File: src/rtl/mul_div_unit.sv
// Iterative 32-bit multiply/divide unit producing a 64-bit HI:LO result.
// Build macro MDU_SIGNED_EN adds signed MULT/DIV; without it every op is unsigned.
module mul_div_unit (
   input  logic        clk,
   input  logic        rstn,
   input  logic        start,
   input  logic [1:0]  op,
   input  logic [31:0] src_a,
   input  logic [31:0] src_b,
   input  logic        flush,
   output logic        busy,
   output logic        double_en,
   output logic [63:0] double_wdata
);

   typedef enum logic [1:0] {IDLE, CALC, DONE} state_t;

   state_t      state;
   logic [5:0]  cnt;
   logic        is_div;
   logic [31:0] a_q, b_q;
   logic [31:0] hi, lo, m;

   logic [31:0] a_mag, b_mag;
   logic [32:0] sum;
   logic        ge;
   logic [31:0] diff;
   logic [31:0] hi_nx, lo_nx;
   logic [63:0] prod;
   logic [31:0] quo, rem;
   logic [63:0] result;

`ifdef MDU_SIGNED_EN
   logic is_signed;

   always_comb begin
      a_mag = (!op[0] && src_a[31]) ? -src_a : src_a;
      b_mag = (!op[0] && src_b[31]) ? -src_b : src_b;
   end
`else
   logic unused_op0;
   assign unused_op0 = op[0];

   always_comb begin
      a_mag = src_a;
      b_mag = src_b;
   end
`endif

   // One iteration: shift-add for multiply, restoring step for divide.
   always_comb begin
      sum  = {1'b0, hi} + (lo[0] ? {1'b0, m} : 33'd0);
      ge   = ({hi, lo[31]} >= {1'b0, m});
      diff = {hi[30:0], lo[31]} - m;
      if (is_div) begin
         if (ge) begin
            hi_nx = diff;
            lo_nx = {lo[30:0], 1'b1};
         end else begin
            hi_nx = {hi[30:0], lo[31]};
            lo_nx = {lo[30:0], 1'b0};
         end
      end else begin
         hi_nx = sum[32:1];
         lo_nx = {sum[0], lo[31:1]};
      end
   end

   always_comb begin
      prod = {hi, lo};
      quo  = lo;
      rem  = hi;
`ifdef MDU_SIGNED_EN
      if (is_signed && (a_q[31] ^ b_q[31])) begin
         prod = -{hi, lo};
         quo  = -lo;
      end
      if (is_signed && a_q[31])
         rem = -hi;
`endif
      if (!is_div)
         result = prod;
      else if (b_q == '0)
         result = {a_q, {32{1'b1}}};
      else
         result = {rem, quo};
   end

   // CALC spends counts 0..31 iterating; count 32 applies the fix-up and latches the result.
   always_ff @(posedge clk) begin
      if (!rstn) begin
         state        <= IDLE;
         busy         <= 1'b0;
         double_en    <= 1'b0;
         double_wdata <= '0;
         cnt          <= '0;
         is_div       <= 1'b0;
         a_q          <= '0;
         b_q          <= '0;
         hi           <= '0;
         lo           <= '0;
         m            <= '0;
`ifdef MDU_SIGNED_EN
         is_signed    <= 1'b0;
`endif
      end else if (flush) begin
         state     <= IDLE;
         busy      <= 1'b0;
         double_en <= 1'b0;
      end else begin
         case (state)
            IDLE: begin
               if (start) begin
                  state  <= CALC;
                  busy   <= 1'b1;
                  cnt    <= '0;
                  is_div <= op[1];
                  a_q    <= src_a;
                  b_q    <= src_b;
                  hi     <= '0;
                  lo     <= op[1] ? a_mag : b_mag;
                  m      <= op[1] ? b_mag : a_mag;
`ifdef MDU_SIGNED_EN
                  is_signed <= !op[0];
`endif
               end
            end
            CALC: begin
               if (cnt == 6'd32) begin
                  state        <= DONE;
                  double_en    <= 1'b1;
                  double_wdata <= result;
               end else begin
                  hi  <= hi_nx;
                  lo  <= lo_nx;
                  cnt <= cnt + 6'd1;
               end
            end
            DONE: begin
               state     <= IDLE;
               busy      <= 1'b0;
               double_en <= 1'b0;
            end
            default: begin
               state     <= IDLE;
               busy      <= 1'b0;
               double_en <= 1'b0;
            end
         endcase
      end
   end

endmodule

File: config.mk
export PLATFORM = sky130hd
export DESIGN_NAME = mul_div_unit
export DESIGN_NICKNAME = d
export VERILOG_FILES = /design/src/rtl/mul_div_unit.sv
export SDC_FILE = /design/constraint.sdc
export NUM_CORES = 1
export LEC_CHECK = 0
export BUFFER_PORTS_ARGS = -buffer_cell sky130_fd_sc_hd__buf_2
export CAP_MARGIN = 30
export CORE_MARGIN = 5
export CORE_UTILIZATION = 55
export DETAILED_ROUTE_END_ITERATION = 8
export PLACE_DENSITY = 0.77
export SLEW_MARGIN = 30
export SYNTH_ARGS = -nofsm -noshare
export SYNTH_HDL_FRONTEND = slang
export SYNTH_SLANG_ARGS = --single-unit
File: constraint.sdc
create_clock -name clk -period 3.8 [get_ports clk]
set_input_delay 0.76 -clock clk [delete_from_list [all_inputs] [get_ports clk]]
set_output_delay 0.76 -clock clk [all_outputs]
set_load 0.01 [all_outputs]
==> impl_metrics.json <==
{
  "status": "finished, final reports clean",
  "tritoncts": "done",
  "hold_buffers": 0,
  "h-tree-depth": 1,
  "path_clk_slew_ns": 0.07,
  "crit_type": "flip-flop to flip-flop",
  "r2r-start": "lo[0]$_SDFFE_PN0P_",
  "ys_ff_latch": 235,
  "grt-ovfl-total": 0,
  "powerDensity_mw_per_mm2": 376.3,
  "met1_usage_pct": 40.95,
  "cp-start-kind": "flip-flop",
  "maxSlewHeadroom_pct": 35.66,
  "yosys_warnings": 0,
  "fin_crit_ns": 3.460,
  "hold_path_startpoint": "b_q[10]$_SDFFE_PN0P_",
  "postPlaceCellArea_mm2": 0.01501,
  "cts_setup_buffers": 0,
  "rows": 58,
  "grt_use_met2_pct": 47.92,
  "fmax_ghz": 0.2891,
  "slew_viol_final": 0,
  "core_mm2": 0.02525,
  "die_width_um": 170.3,
  "tightest_slew_ns": 0.9641,
  "syn-cell-area_mm2": 0.01414,
  "synth_edf_count": 0,
  "synth_async_sr_flop_share_pct": 0,
  "critPathMaxFanout": 4,
  "holdCritPathClass": "flip-flop to flip-flop",
  "synthesis.nets": 1892,
  "start_util_pct": 55.98,
  "dpl.hpwl_um": 32940,
  "syn_area_per_cell_um2": 8.061,
  "hold_violations": 0,
  "synth.distinct_cells": 82,
  "worstSetupEndpointType": "flip-flop",
  "syn_to_final_growth_pct": 11.71,
  "setup.worst_path.start": "lo[0]$_SDFFE_PN0P_",
  "skew_ns": 0.008283,
  "ys_seq_area_share_pct": 33.27,
  "drive_above_1_share_pct": 13.43,
  "die_area_mm2": 0.02901,
  "grt_max_degree": 90,
  "fin_ws_ns": 0.3404,
  "multi_input_area_mm2": 0.008681,
  "clock_sinks": 235,
  "dieHeight_um": 170.3,
  "wirelength_um": 45130,
  "post_cts_resize_count": 0,
  "fin_nets": 1960,
  "setup_violations": 0,
  "synthFlopType": "dfxtp_1",
  "numCtsBuffers": 24,
  "rsz0062_at_grt": "no",
  "cts-root-buf": "clkbuf_16",
  "required_ns": 4.21,
  "portBuffers": 134,
  "drc": 0,
  "antenna_found_initial": 1,
  "avgViaCountPerCell": 6.420,
  "n_antenna_cell": 0,
  "wire_per_inst_um": 20.81,
  "peakVddDrop_uv": 322.3,
  "io_pins": 136,
  "nFillCells": 2221,
  "clock_latency_ns": 0.53,
  "gp_congestion": 0.9753,
  "dp_slack_ns": 0.3687,
  "seq_area_mm2": 0.004705,
  "grtUsageMet3_pct": 4.065,
  "grt_pass1_vias": 12810,
  "synthCells": 1754,
  "finalInstanceArea_mm2": 0.01579,
  "grtUsageTotal_pct": 29.62,
  "maxCapViolations": 0,
  "min_period_over_period_pct": 91.04,
  "drt_first_pass_iters": 8,
  "cts_buffer_depth": 3,
  "p_leak_nw": 6.418,
  "vias": 13930,
  "gr-max-usage-layer": "met2",
  "drt_iter0_drc": 1474,
  "ant_nets": 0,
  "fin_tns_setup_ns": 0,
  "grt_first_pass_wirelength_um": 69920,
  "arrival_ns": 3.87
}
Yosys cell counts (30+ instances only):
cell type | instances | area, µm²
nor3_1 | 68 | 340.3
inv_1 | 56 | 210.2
mux2i_1 | 89 | 890.9
nand3_1 | 36 | 180.2
a21oi_1 | 157 | 785.8
a211oi_1 | 113 | 848.3
nor2_1 | 154 | 578.1
a31oi_1 | 37 | 231.5
ha_1 | 66 | 825.8
a22o_1 | 30 | 262.8
clkbuf_1 | 98 | 367.9
o22ai_1 | 34 | 212.7
dfxtp_1 | 235 | 4705
o21ai_0 | 68 | 340.3
and2_1 | 66 | 412.9
nand2_1 | 141 | 529.3
through the flow:
| stage | util (%) | cells | power (mW) | hold WS, ns |
|---|---|---|---|---|
| floorplan | - | 1754 | 3.313 | 0.4308 |
| global placement | 59.42 | 2126 | 3.568 | 0.4409 |
| detailed placement | 59.43 | 2126 | 3.581 | 0.4448 |
| CTS | 62.54 | 2169 | 5.942 | 0.4515 |
| global route | 62.54 | 2169 | 6.144 | 0.4735 |
| finish | 62.54 | 2169 | 5.943 | 0.4517 |
area by class of cell:
cell class	count	share of cell area, %
multi-input combinational	1332	54.96
sequential	235	29.79
timing repair buffer	172	6.290
clock buffer	33	4.468
tap	330	2.614
inverter	57	1.371
clock inverter	10	0.5070
path summary, 6_finish.rpt:
path                                             end  slack, ns  cells after the start
worst min register to register  b_q[10]$_SDFFE_PN0P_       0.45                      2
worst max-delay path             hi[29]$_SDFFE_PN0P_       0.34                     13
worst max register to register   hi[29]$_SDFFE_PN0P_       0.34                     13
worst min-delay path            b_q[10]$_SDFFE_PN0P_       0.45                      2
routing by layer:
metal	wire [µm]	vias up
li1	-	6570
met5	18	-
met3	3447	127
met4	1736	2
met1	19520	6619
met2	20400	608
registers in the layout, summed over array words and instances (netlist names):
| signal | cells |
|---|---|
| state | 2 |
| lo | 32 |
| hi | 32 |
| busy | 1 |
| is_div | 1 |
| cnt | 6 |
| double_en | 1 |
| b_q | 32 |
| double_wdata | 64 |
| a_q | 32 |
| m | 32 |
cell usage in the layout, fill, tap and decap left out, types with 6 or more instances in the layout:
cell type  count
nor2b_1        8
a22o_1        30
and3_1         8
a21o_1        24
mux2i_1       89
o21ai_1       10
nand2_1      139
xnor2_1       29
o22ai_1       34
ha_1          66
o211ai_1      11
a211oi_1     113
and4_1         6
clkinv_2       7
dfxtp_1      235
nand4_1       17
clkbuf_16     25
buf_2        134
a22oi_1       21
nor2_1       151
nor4_1        14
nand3_1       36
a21boi_0       6
and2_1        65
buf_4         35
inv_1         56
nand2b_1      13
xor2_1        16
nor3_1        66
o21ai_0       68
a31oi_1       37
o21a_1         7
a21oi_1      157
power by group:
| part | total, mW | leakage, nW | internal [mW] | switching [mW] |
|---|---|---|---|---|
| Sequential | 2.59 | 1.91 | 2.54 | 0.0540 |
| Combinational | 0.962 | 4.12 | 0.359 | 0.603 |
| Clock | 2.39 | 0.389 | 1.36 | 1.02 |
| Total | 5.94 | 6.42 | 4.26 | 1.68 |
kinds of logic after synthesis:
kind of cell / count (synthesis) / synth area share (%)
muxes: 93 / 6.619
buffers and inverters: 187 / 5.557
DFF: 235 / 33.27
xor gates and xnor gates: 45 / 2.788
adders and majority gates: 68 / 6.124
AOI/OAI and AO/OA: 571 / 26.88
and+or+nand+nor: 555 / 18.76
worst max-delay path, cell delays in order, from the launching register on:
cell and delay [ns]:
dfxtp_1 0.37, and2_1 0.14, ha_1 0.20, inv_1 0.07, fa_1 0.38, nand2b_1 0.20, a21oi_1 0.26, o211ai_1 0.25
a21o_1 0.31, a2111oi_2 0.30, buf_4 0.20, o211ai_1 0.10, and4_1 0.23, or3_1 0.33
(Power assumes the default switching activity.)
